## config.mk

```make
export PLATFORM = sky130hd
export DESIGN_NAME = mod_n_updown_counter_flat
export DESIGN_NICKNAME = d
export VERILOG_FILES = /design/src/rtl/mod_n_updown_counter_if.sv /design/src/rtl/mod_n_updown_counter.sv /design/src/flat_wrapper.sv
export SDC_FILE = /design/constraint.sdc
export NUM_CORES = 1
export LEC_CHECK = 0
export BUFFER_PORTS_ARGS = -buffer_cell sky130_fd_sc_hd__buf_2
export CAP_MARGIN = 20
export CORE_AREA = 2 2 39 41
export DETAILED_ROUTE_END_ITERATION = 8
export DIE_AREA = 0 0 41 43
export SYNTH_ARGS = -nofsm -noshare
export SYNTH_HDL_FRONTEND = slang
export SYNTH_SLANG_ARGS = --single-unit
```

## constraint.sdc

```tcl
create_clock -name clk -period 3.23 [get_ports clk]
set_input_delay 0.4845 -clock clk [delete_from_list [all_inputs] [get_ports clk]]
set_output_delay 0.4845 -clock clk [all_outputs]
set_load 0.005 [all_outputs]
```

## src/rtl/mod_n_updown_counter_if.sv

```systemverilog
// Control and status bundle for one modulo-N up/down counter stage.
// The master drives count commands; the slave (counter) returns count, carry and pulses.
interface mod_n_updown_counter_if #(
  parameter int WIDTH = 3
);
  logic             en;
  logic             up_dn;
  logic             clear;
  logic             load;
  logic [WIDTH-1:0] load_val;
  logic [WIDTH-1:0] q;
  logic             tc;
  logic             wrap;
  logic             load_err;

  modport master (
    output en, up_dn, clear, load, load_val,
    input  q, tc, wrap, load_err
  );

  modport slave (
    input  en, up_dn, clear, load, load_val,
    output q, tc, wrap, load_err
  );
endinterface

```

## src/rtl/mod_n_updown_counter.sv

```systemverilog
// Modulo-MODULUS up/down counter with enable, sync clear, parallel load and cascade carry.
// q/wrap/load_err update one edge after the command; tc is combinational. No backpressure.
module mod_n_updown_counter #(
  parameter int WIDTH   = 3,
  parameter int MODULUS = 7
) (
  input logic                   clk,
  input logic                   reset,
  mod_n_updown_counter_if.slave bus
);

  if ((WIDTH < 1) || (WIDTH > 16) || (MODULUS < 2) || (MODULUS > (1 << WIDTH))) begin : g_bad_params
    $error("mod_n_updown_counter: illegal WIDTH=%0d / MODULUS=%0d", WIDTH, MODULUS);
  end

  localparam logic [WIDTH-1:0] TOP     = WIDTH'(MODULUS - 1);
  localparam logic [WIDTH:0]   MOD_EXT = (WIDTH + 1)'(MODULUS);

  logic [WIDTH-1:0] q_q, q_d;
  logic             wrap_q, wrap_d;
  logic             lerr_q, lerr_d;
  logic             at_top;
  logic             at_zero;
  logic             load_ok;

  assign at_top  = (q_q == TOP);
  assign at_zero = (q_q == '0);
  // Extra bit keeps the range check exact when MODULUS == 2**WIDTH.
  assign load_ok = ({1'b0, bus.load_val} < MOD_EXT);

  always_comb begin
    q_d    = q_q;
    wrap_d = 1'b0;
    lerr_d = 1'b0;
    if (bus.clear) begin
      q_d = '0;
    end else if (bus.load) begin
      if (load_ok) begin
        q_d = bus.load_val;
      end else begin
        q_d    = TOP;
        lerr_d = 1'b1;
      end
    end else if (bus.en) begin
      if (bus.up_dn) begin
        if (at_top) begin
          q_d    = '0;
          wrap_d = 1'b1;
        end else begin
          q_d = q_q + WIDTH'(1);
        end
      end else begin
        if (at_zero) begin
          q_d    = TOP;
          wrap_d = 1'b1;
        end else begin
          q_d = q_q - WIDTH'(1);
        end
      end
    end
  end

  always_ff @(posedge clk or negedge reset) begin
    if (!reset) begin
      q_q    <= '0;
      wrap_q <= 1'b0;
      lerr_q <= 1'b0;
    end else begin
      q_q    <= q_d;
      wrap_q <= wrap_d;
      lerr_q <= lerr_d;
    end
  end

  assign bus.q        = q_q;
  assign bus.wrap     = wrap_q;
  assign bus.load_err = lerr_q;
  assign bus.tc       = bus.en & ~bus.clear & ~bus.load &
                        ((bus.up_dn & at_top) | (~bus.up_dn & at_zero));

endmodule

```

## src/flat_wrapper.sv

```systemverilog
// flat-port wrapper written by rule: the top's interface ports become plain ports
module mod_n_updown_counter_flat 
#(
  parameter int WIDTH   = 3,
  parameter int MODULUS = 7
)
  (clk, reset, bus_en, bus_up_dn, bus_clear, bus_load, bus_load_val, bus_q, bus_tc, bus_wrap, bus_load_err);
  mod_n_updown_counter_if #(.WIDTH(WIDTH)) bus_i ();
  input logic clk;
  input logic reset;
  input wire logic [$bits(bus_i.en)-1:0] bus_en;
  input wire logic [$bits(bus_i.up_dn)-1:0] bus_up_dn;
  input wire logic [$bits(bus_i.clear)-1:0] bus_clear;
  input wire logic [$bits(bus_i.load)-1:0] bus_load;
  input wire logic [$bits(bus_i.load_val)-1:0] bus_load_val;
  output wire logic [$bits(bus_i.q)-1:0] bus_q;
  output wire logic [$bits(bus_i.tc)-1:0] bus_tc;
  output wire logic [$bits(bus_i.wrap)-1:0] bus_wrap;
  output wire logic [$bits(bus_i.load_err)-1:0] bus_load_err;
  assign bus_i.en = bus_en;
  assign bus_i.up_dn = bus_up_dn;
  assign bus_i.clear = bus_clear;
  assign bus_i.load = bus_load;
  assign bus_i.load_val = bus_load_val;
  assign bus_q = bus_i.q;
  assign bus_tc = bus_i.tc;
  assign bus_wrap = bus_i.wrap;
  assign bus_load_err = bus_i.load_err;
  mod_n_updown_counter #(.WIDTH(WIDTH), .MODULUS(MODULUS)) u_core (.clk(clk), .reset(reset), .bus(bus_i));
endmodule
```

==> metrics.txt, run 1 <==
outcome finished, final reports clean; post-route clock skew 7.420 ps; Critical Path, Cell by Cell inv_1, ha_1, nor3b_1, a31oi_1, nor2_1, buf_2; Placed Instances 70; Core Area 0.001384 sq mm; initial core utilization 0.2722; crit path launch type flop; synthesis-to-layout area growth 30.90%; Least-Margin Pin Slew 245.3 ps; max incr delay on CP 430 ps; cts bufs inserted 3; worst hold-check path type in -> async; 1st-iter DRT viols 4; post-cts sizing count 0; drt drc 0; Setup TNS Final 0 ps; die height 43 um; post-synthesis sequential area ratio 0.3322; leakage 0.2577 nW; PwrDens between 300 and 400 mW/mm^2; post-synthesis cell count 40; syn nets 54; clk sink count 5; Worst Path Required 2750 ps; RSZ-0062 raised after global routing false; Root Buffer Master clkbuf_4; crit share post-route 0.6451; clk buf depth 2; PortBufs 14; Layout Nets between 70 and 80; Final Util 0.3562; share of cells above drive strength 1 0.3276; die width 41 um; Routed Antenna Nets 0; maximum VDD drop 113.3 uV; Cell Rows 14; Placer Congestion 0.6703; Area contributors post-synth dfrtp_1 33%, ha_1 17%, nor3b_1 8.0%, o21ai_0 4.0%, a221oi_2 4.0%; filler-free cell count of the finished design 74; post-synthesis average cell area 9.415 sq um; # IOs 15; total gr overflow 0; crit path DAT 1600 ps; Final setup viols 0; Total Power ~0.00019 W; DR WL/cell between 10 and 15 um; TritonRoute pass-1 iters 6; area of the multi-input gates roughly 240 sq um; Clock transition at path regs about 50 ps; Fmax 480.0 MHz; Distinct cells, synth 20; max-cap viol count 0; Total GRT Usage 0.1246; ANT cells 0; first-pass GRT wire length 1407 um; Layout fillers approximately 150; via count 361; Final Routed Wirelength 931 um; largest area contributor in the synthesized netlist dfrtp_1; Synth warnings 0; Max-slew headroom 0.8357; fin crit period 2084 ps; Crit path max-delay family flip-flops; CTS H-tree depth 1; critical path capture point type output port; Fin. Hold Viols 0; Die Area 0.001763 sq mm; Worst Setup Path Type reg -> out; cts hold-fix bufs 0; Detailed Place HPWL 769.2 um; Post-CTS Setup Repair Bufs 0; vias per cell a little under 5; Seq cells post-synth 5; register area 125.1 sq um; Worst-Skew Late Latency 240 ps; critical path buffer and inverter count 2; largest net degree at the start of global routing 10; CTS tree built; top cell type's share of synthesized area 0.3322; Mapped Area ~380 sq um; number of global-route vias before repair 341; CP max FO 5; initial antenna violation count 0; Final Slew Violations 0; CP max-delay cell dfrtp_1
## per-stage QoR
step	hold WS, ps	area, sq um	worst slack (ps)
after floorplan	188.9	376.6	1624
after global placement	303.5	466.7	1399
after detailed placement	308.6	466.7	1400
after CTS	47.63	493.0	1131
after global routing	42.08	493.0	970.9
final	49.68	493.0	1146
## cell type report
cell class	count	share of cell area
inverter	4	0.03046
timing repair buffer	14	0.1421
clock buffer	4	0.05330
tap	16	0.04061
sequential	5	0.2538
multi-input combinational	31	0.4797
## placed cells by master (no fill, tap or decap), types with 3 or more instances in the layout
cell type	instances
dfrtp_1	5
nor2_1	3
buf_2	14
ha_1	5
inv_1	4
o21ai_0	3
clkbuf_4	3
nand2_1	3
nor3b_1	4
## path summary, 6_finish.rpt
kind                                      start              end  slack [ps]  depth (start not counted)
worst max-delay path            u_core.bus.q[0]           bus_tc        1150                          6
worst min-delay path                      reset  u_core.bus.wrap          50                          1
worst max register to register  u_core.bus.q[0]  u_core.bus.q[2]        1630                          5
worst min register to register  u_core.bus.q[1]  u_core.bus.q[1]         700                          2
max in group asynchronous                 reset  u_core.bus.q[2]        3040                          1
min in group clk                      bus_clear  u_core.bus.q[2]         480                          2
## synth_stat cells (all sizes together)
cell type / instances
o21ai: 4
a221oi: 1
ha: 5
or4: 1
a41o: 1
a31oi: 1
nand2: 3
and3b: 1
nor2: 3
o22ai: 1
dfrtp: 5
nor3b: 4
and3: 1
a32o: 1
inv: 4
a21oi: 1
mux2: 1
o32ai: 1
nor2b: 1
## registers in the layout, summed over array words and instances, names as in the netlist
signal               flops
u_core.bus.load_err      1
u_core.bus.q             3
u_core.bus.wrap          1
## power by group
group	internal [W]	switching (W)
clock network	0.0000468	0.0000265
registers	0.0000664	0.00000543
logic	0.0000203	0.0000233
total	0.000134	0.0000552
## layer usage
layer / wire length (um) / track usage / vias up
li1: - / - / 184
met3: 48 / 0.06283 / 0
met2: 497 / 0.2063 / 7
met4: 0 / 0.06000 / 0
met1: 385 / 0.1194 / 170
met5: 0 / 0 / -
## kinds of logic (layout without fill, tap and decap cells)
logic type	Yosys count	after routing	share of synthesized area
compound gates	11	11	0.2159
fa+ha+maj	5	5	0.1661
buf+inv	4	22	0.03986
flops	5	5	0.3322
mux	1	1	0.02990
simple gates	14	14	0.2160
Note: power is estimated with default switching activity, not from simulation.
==> run 2, diff against run 1 <==
Clock period 3.23 ns to 2 ns, I/O delays scaled along.
==> metrics.txt, run 2 (synthesized netlist as in run 1, its figures left out) <==
filler-free cell count of the finished design 76 (was 74); max-cap viol count 0 (unchanged); Root Buffer Master clkbuf_4 (unchanged); crit path DAT 1570 ps (was 1600 ps); Cell Rows 14 (unchanged); Final Slew Violations 0 (unchanged); crit share post-route 0.9332; total gr overflow 0 (unchanged); Detailed Place HPWL 749.4 um (was 769.2 um); vias per cell 5.092 (was 4.878); # IOs 15 (unchanged); Worst Setup Path Type reg -> out (unchanged); 1st-iter DRT viols 8 (was 4); clk buf depth 2 (unchanged); Crit. Startpoint u_core.bus.q[0] (unchanged); Core Area 0.001384 sq mm (unchanged); drt drc 0 (unchanged); ANT cells 0 (unchanged); Least-Margin Pin Slew 222.1 ps (was 245.3 ps); most frequent cells in the layout 14 x buf_2, 5 x ha_1, 5 x dfrtp_1 (unchanged); cts bufs inserted 3 (unchanged); critical path capture point type output port (unchanged); initial core utilization 0.2722 (unchanged); die height 43 um (unchanged); Placed Instances 70 (unchanged); clk sink count 5 (unchanged); Worst Path Required 1700 ps (was 2750 ps); via count 387 (was 361); HP Start bus_clear; CP endpoint bus_tc (unchanged); R2R Path End u_core.bus.q[1] (was u_core.bus.q[2]); CTS H-tree depth 1 (unchanged); Largest register FFs 3 (unchanged); RR Startpoint u_core.bus.q[0] (unchanged); Die Area 0.001763 sq mm (unchanged); commonest non-fill, non-tap cell in the layout buf_2 (unchanged); Routed Antenna Nets 0 (unchanged); die width 41 um (unchanged); worst hold-check path type in -> reg (was in -> async); maximum VDD drop 131.0 uV (was 113.3 uV); DR WL/cell 12.47 um (was 12.58 um); Final Routed Wirelength 948 um (was 931 um); Worst-Skew Late Latency 250 ps (was 240 ps); Final setup viols 0 (unchanged); reg2reg setup slack 390 ps (was 1630 ps); crit path launch type flop (unchanged); share of cells above drive strength 1 0.3333 (was 0.3276); synthesis-to-layout area growth 35.55% (was 30.90%); Fmax approximately 540 MHz; CP max FO 5 (unchanged); R2R cell count 5 (unchanged); RSZ-0062 raised after global routing false (unchanged); TritonRoute pass-1 iters 2 (was 6); post-route clock skew 11.51 ps (was 7.420 ps); Layout Nets 75 (was 73); leakage 0.2664 nW (was 0.2577 nW); Setup TNS Final 0 ps (unchanged); Max-slew headroom 0.8504 (was 0.8357); Total GRT Usage 0.1232 (was 0.1246); WHS 277.0 ps (was 49.68 ps); CTS tree built (unchanged); outcome finished, final reports clean (unchanged); PwrDens 615.3 mW/mm^2 (was 382.8 mW/mm^2); first-pass GRT wire length 1393 um (was 1407 um); largest net degree at the start of global routing 10 (unchanged); initial antenna violation count 0 (unchanged); Placer Congestion 0.6715 (was 0.6703); PortBufs 14 (unchanged); Clock transition at path regs 50 ps (about the same); Fin. Hold Viols 0 (unchanged); fin crit period 1866 ps; number of global-route vias before repair 342 (was 341)
-- run 2: stage by stage --
stage | setup WS [ps] | utilization | power (W) | area (sq um)
2_1_floorplan | 568.6 | - | 0.0001561 | 376.6
3_3_place_gp | 348.7 | 0.3373 | 0.0001870 | 466.7
3_5_place_dp | 328.6 | 0.3373 | 0.0001883 | 466.7
4_1_cts | 58.05 | 0.3635 | 0.0003086 | 503.0
5_1_grt | 51.83 | 0.3689 | 0.0003352 | 510.5
6_report | 133.6 | 0.3689 | 0.0003141 | 510.5
-- run 2: worst min-delay path by stage --
stage                               end  slack [ps]  depth (start not counted)
floorplan           u_core.bus.load_err           4                          0
global placement        u_core.bus.q[0]         120                          1
detailed placement  u_core.bus.load_err         120                          1
CTS                     u_core.bus.q[2]         280                          2
global route            u_core.bus.q[2]         290                          2
finish                  u_core.bus.q[2]         280                          2
-- run 2: layout make-up --
cell class / count / area, sq um
clock buffer: 4 / 26.28
fill: 142 / 873.3
timing repair buffer: 16 / 87.58
sequential: 5 / 125.1
inverter: 4 / 15.01
tap: 16 / 20.02
multi-input combinational: 31 / 236.5
-- run 2: what timing repair did --
action                                 CTS  global route
hold buffers                             1             0
setup buffers                            0             1
endpoints found under the hold margin    5             0
setup endpoints to repair                0             1
resized for setup                        0             0
-- run 2: layer usage --
layer | wire [um] | vias to the layer above | global-route usage
met1 | 370 | 186 | 0.1150
met3 | 41 | 2 | 0.03141
met5 | 0 | - | 0
met4 | 17 | 0 | 0.1000
met2 | 519 | 11 | 0.2063
li1 | - | 188 | -
-- run 2: critical path, stage by stage (launching register included) --
cell and delay (ps):
dfrtp_1 430, inv_1 120, ha_1 240, nor3b_1 140
a31oi_1 190, nor2_1 70, buf_2 120
-- run 2: report_power, final --
part	total (W)	internal (W)	leakage (nW)	switching, W
clock network	0.000123	0.0000758	0.0150	0.0000470
registers	0.000116	0.000107	0.0670	0.00000921
logic	0.0000749	0.0000369	0.184	0.0000380
total	0.000314	0.000220	0.266	0.0000942
==> run 3, diff against run 2 <==
Settings changed: PLACE_DENSITY_LB_ADDON set to 0.1.
==> metrics.txt, run 3 (synthesized netlist as in run 1, its figures left out) <==
outcome finished, final reports clean (unchanged); max-cap viol count 0 (unchanged); first-pass GRT wire length 1449 um (was 1393 um); Largest register FFs 3 (unchanged); initial core utilization 0.2722 (unchanged); CTS tree built (unchanged); CP max FO 5 (unchanged); switch share 0.2788 (was 0.2999); pre-CTS WS 305.4 ps (was 328.6 ps); post-cts sizing count 0 (unchanged); Placer Congestion 0.7319 (was 0.6715); leakage 0.2716 nW (was 0.2664 nW); Pint 0.0002213 W (was 0.0002199 W); register area 125.1 sq um (unchanged); hold endpoint u_core.bus.q[2] (unchanged); Layout Nets 76 (was 75); cts bufs inserted 3 (unchanged); Core Area 0.001384 sq mm (unchanged); Least-Margin Pin Slew 247.8 ps (was 222.1 ps); ANT cells 0 (unchanged); Setup TNS Final 0 ps (unchanged); TritonRoute pass-1 iters 4 (was 2); drt drc 0 (unchanged); crit share post-route 0.9256 (was 0.9332); Placed Instances 70 (unchanged); PwrDens 592.2 mW/mm^2 (was 615.3 mW/mm^2); Worst-Skew Late Latency 240 ps (was 250 ps); RSZ-0062 raised after global routing false (unchanged); total gr overflow 0 (unchanged); Cell Rows 14 (unchanged); Seq pwr share 0.376 (was 0.371); Detailed Place HPWL 685.7 um (was 749.4 um); Routed Antenna Nets 0 (unchanged); worst hold-check path type in -> reg (unchanged); Max-slew headroom 0.8340 (was 0.8504); crit path DAT 1550 ps (was 1570 ps); Sw Pwr 0.00008552 W (was 0.00009419 W); via count 383 (was 387); critical path capture point type output port (unchanged); fin worst setup slack 148.7 ps (was 133.6 ps); critical path buffer and inverter count 2 (unchanged); R2R cell count 5 (unchanged); Total GRT Usage 0.1219 (was 0.1232); Fmax 540.2 MHz (was 535.8 MHz); 1st-iter DRT viols 12 (was 8); vias per cell 4.974 (was 5.092); Hold Path Cell Cnt 2 (unchanged); CP max-delay cell dfrtp_1 (unchanged); Crit path max-delay family flip-flops (unchanged); initial antenna violation count 0 (unchanged); CTS H-tree depth 1 (unchanged); Clock Power Share 0.371 (was 0.391); share of cells above drive strength 1 0.3443 (was 0.3333); die height 43 um (unchanged); Worst Path Required 1700 ps (about the same); DR WL/cell 11.18 um (was 12.47 um); clk sink count 5 (unchanged); Root Buffer Master clkbuf_4 (unchanged); reg2reg setup slack 500 ps (was 390 ps); filler-free cell count of the finished design 77 (was 76); Final setup viols 0 (unchanged); PortBufs 14 (unchanged); combinational group share of total power 0.253 (was 0.239); max incr delay on CP 420 ps (was 430 ps); die width 41 um (unchanged); commonest non-fill, non-tap cell in the layout buf_2 (unchanged); largest net degree at the start of global routing 10 (unchanged); # IOs 15 (unchanged); Final Slew Violations 0 (unchanged); crit path launch type flop (unchanged); Total Power 0.0003068 W (was 0.0003141 W); synthesis-to-layout area growth 37.54% (was 35.55%); most frequent cells in the layout 14 x buf_2, 5 x ha_1, 5 x dfrtp_1 (unchanged); R2R Path End u_core.bus.q[2] (was u_core.bus.q[1]); RR Startpoint u_core.bus.q[1] (was u_core.bus.q[0]); Critical Path, Cell by Cell inv_1, ha_1, nor3b_1, a31oi_1, nor2_1, buf_2 (unchanged); fin crit period 1851 ps (was 1866 ps); final instance area 518.0 sq um (was 510.5 sq um); HP Start bus_clear (unchanged); area post-placement 466.7 sq um (unchanged); Fin. Hold Viols 0 (unchanged); clk buf depth 2 (unchanged); Clock transition at path regs 40 ps (was 50 ps); Final Routed Wirelength 861 um (was 948 um); Die Area 0.001763 sq mm (unchanged); maximum VDD drop 200.0 uV (was 131.0 uV); post-route clock skew 0.7319 ps (was 11.51 ps); Layout fillers 142 (unchanged); Worst Setup Path Type reg -> out (unchanged); area of the multi-input gates 236.5 sq um (unchanged); number of global-route vias before repair 336 (was 342)
## run 3: changes by cell type in the layout (fill, tap and decap cells not counted), sizes merged
cell,previous run,this run
buf,15,16
## run 3: worst register-to-register path: cells and delay by family (launching register included)
kind | cells | cell delay (ps)
AO/OA/AOI/OAI | 2 | 210
adder cells (fa/ha/maj) | 1 | 190
AND/OR/NAND/NOR | 1 | 460
buffers and inverters | 1 | 110
flip-flops | 1 | 420
## run 3: power groups by stage
stage	clock, W	combinational, W	sequential, W
3_3_place_gp	0	0.0000712	0.000118
3_5_place_dp	0	0.0000698	0.000118
5_1_grt	0.000131	0.0000899	0.000116
4_1_cts	0.000119	0.0000716	0.000117
2_1_floorplan	0	0.0000404	0.000116
6_report	0.000114	0.0000777	0.000115
## run 3: layout make-up
type,count,area share
Inverter,4,0.02899
Clock buffer,4,0.05072
Tap cell,16,0.03865
Timing Repair Buffer,17,0.1836
Multi-Input combinational cell,31,0.4565
Sequential cell,5,0.2415
## run 3: per-layer routing
metal  up-vias  share of wire  GRT usage  wire length [um]
met5         -              0          0                 0
met1       172           0.43     0.1688               374
met2        20           0.46     0.1781               399
met4         0              0    0.04000                 0
li1        191              -          -                 -
met3         0           0.10    0.03141                87
## run 3: worst max-delay path by stage
stage | startpoint | end | slack (ps) | depth (start not counted)
floorplan | u_core.bus.q[0] | u_core.bus.q[2] | 570 | 5
global placement | u_core.bus.q[0] | bus_tc | 320 | 6
detailed placement | u_core.bus.q[0] | bus_tc | 310 | 6
CTS | u_core.bus.q[0] | bus_tc | 50 | 6
global route | u_core.bus.q[1] | bus_tc | 10 | 6
finish | u_core.bus.q[1] | bus_tc | 150 | 6
## run 3: metrics by stage
stage	hold WS [ps]	util
after detailed placement	114.9	0.3373
after global placement	118.9	0.3373
after CTS	295.9	0.3635
after global routing	311.2	0.3743
after floorplan	4.409	-
final	300.0	0.3743
## run 3: what timing repair did
action,CTS,global route
hold buffers,1,0
hold endpoints to repair,5,0
endpoints found under the setup margin,0,1
setup buffers,0,2
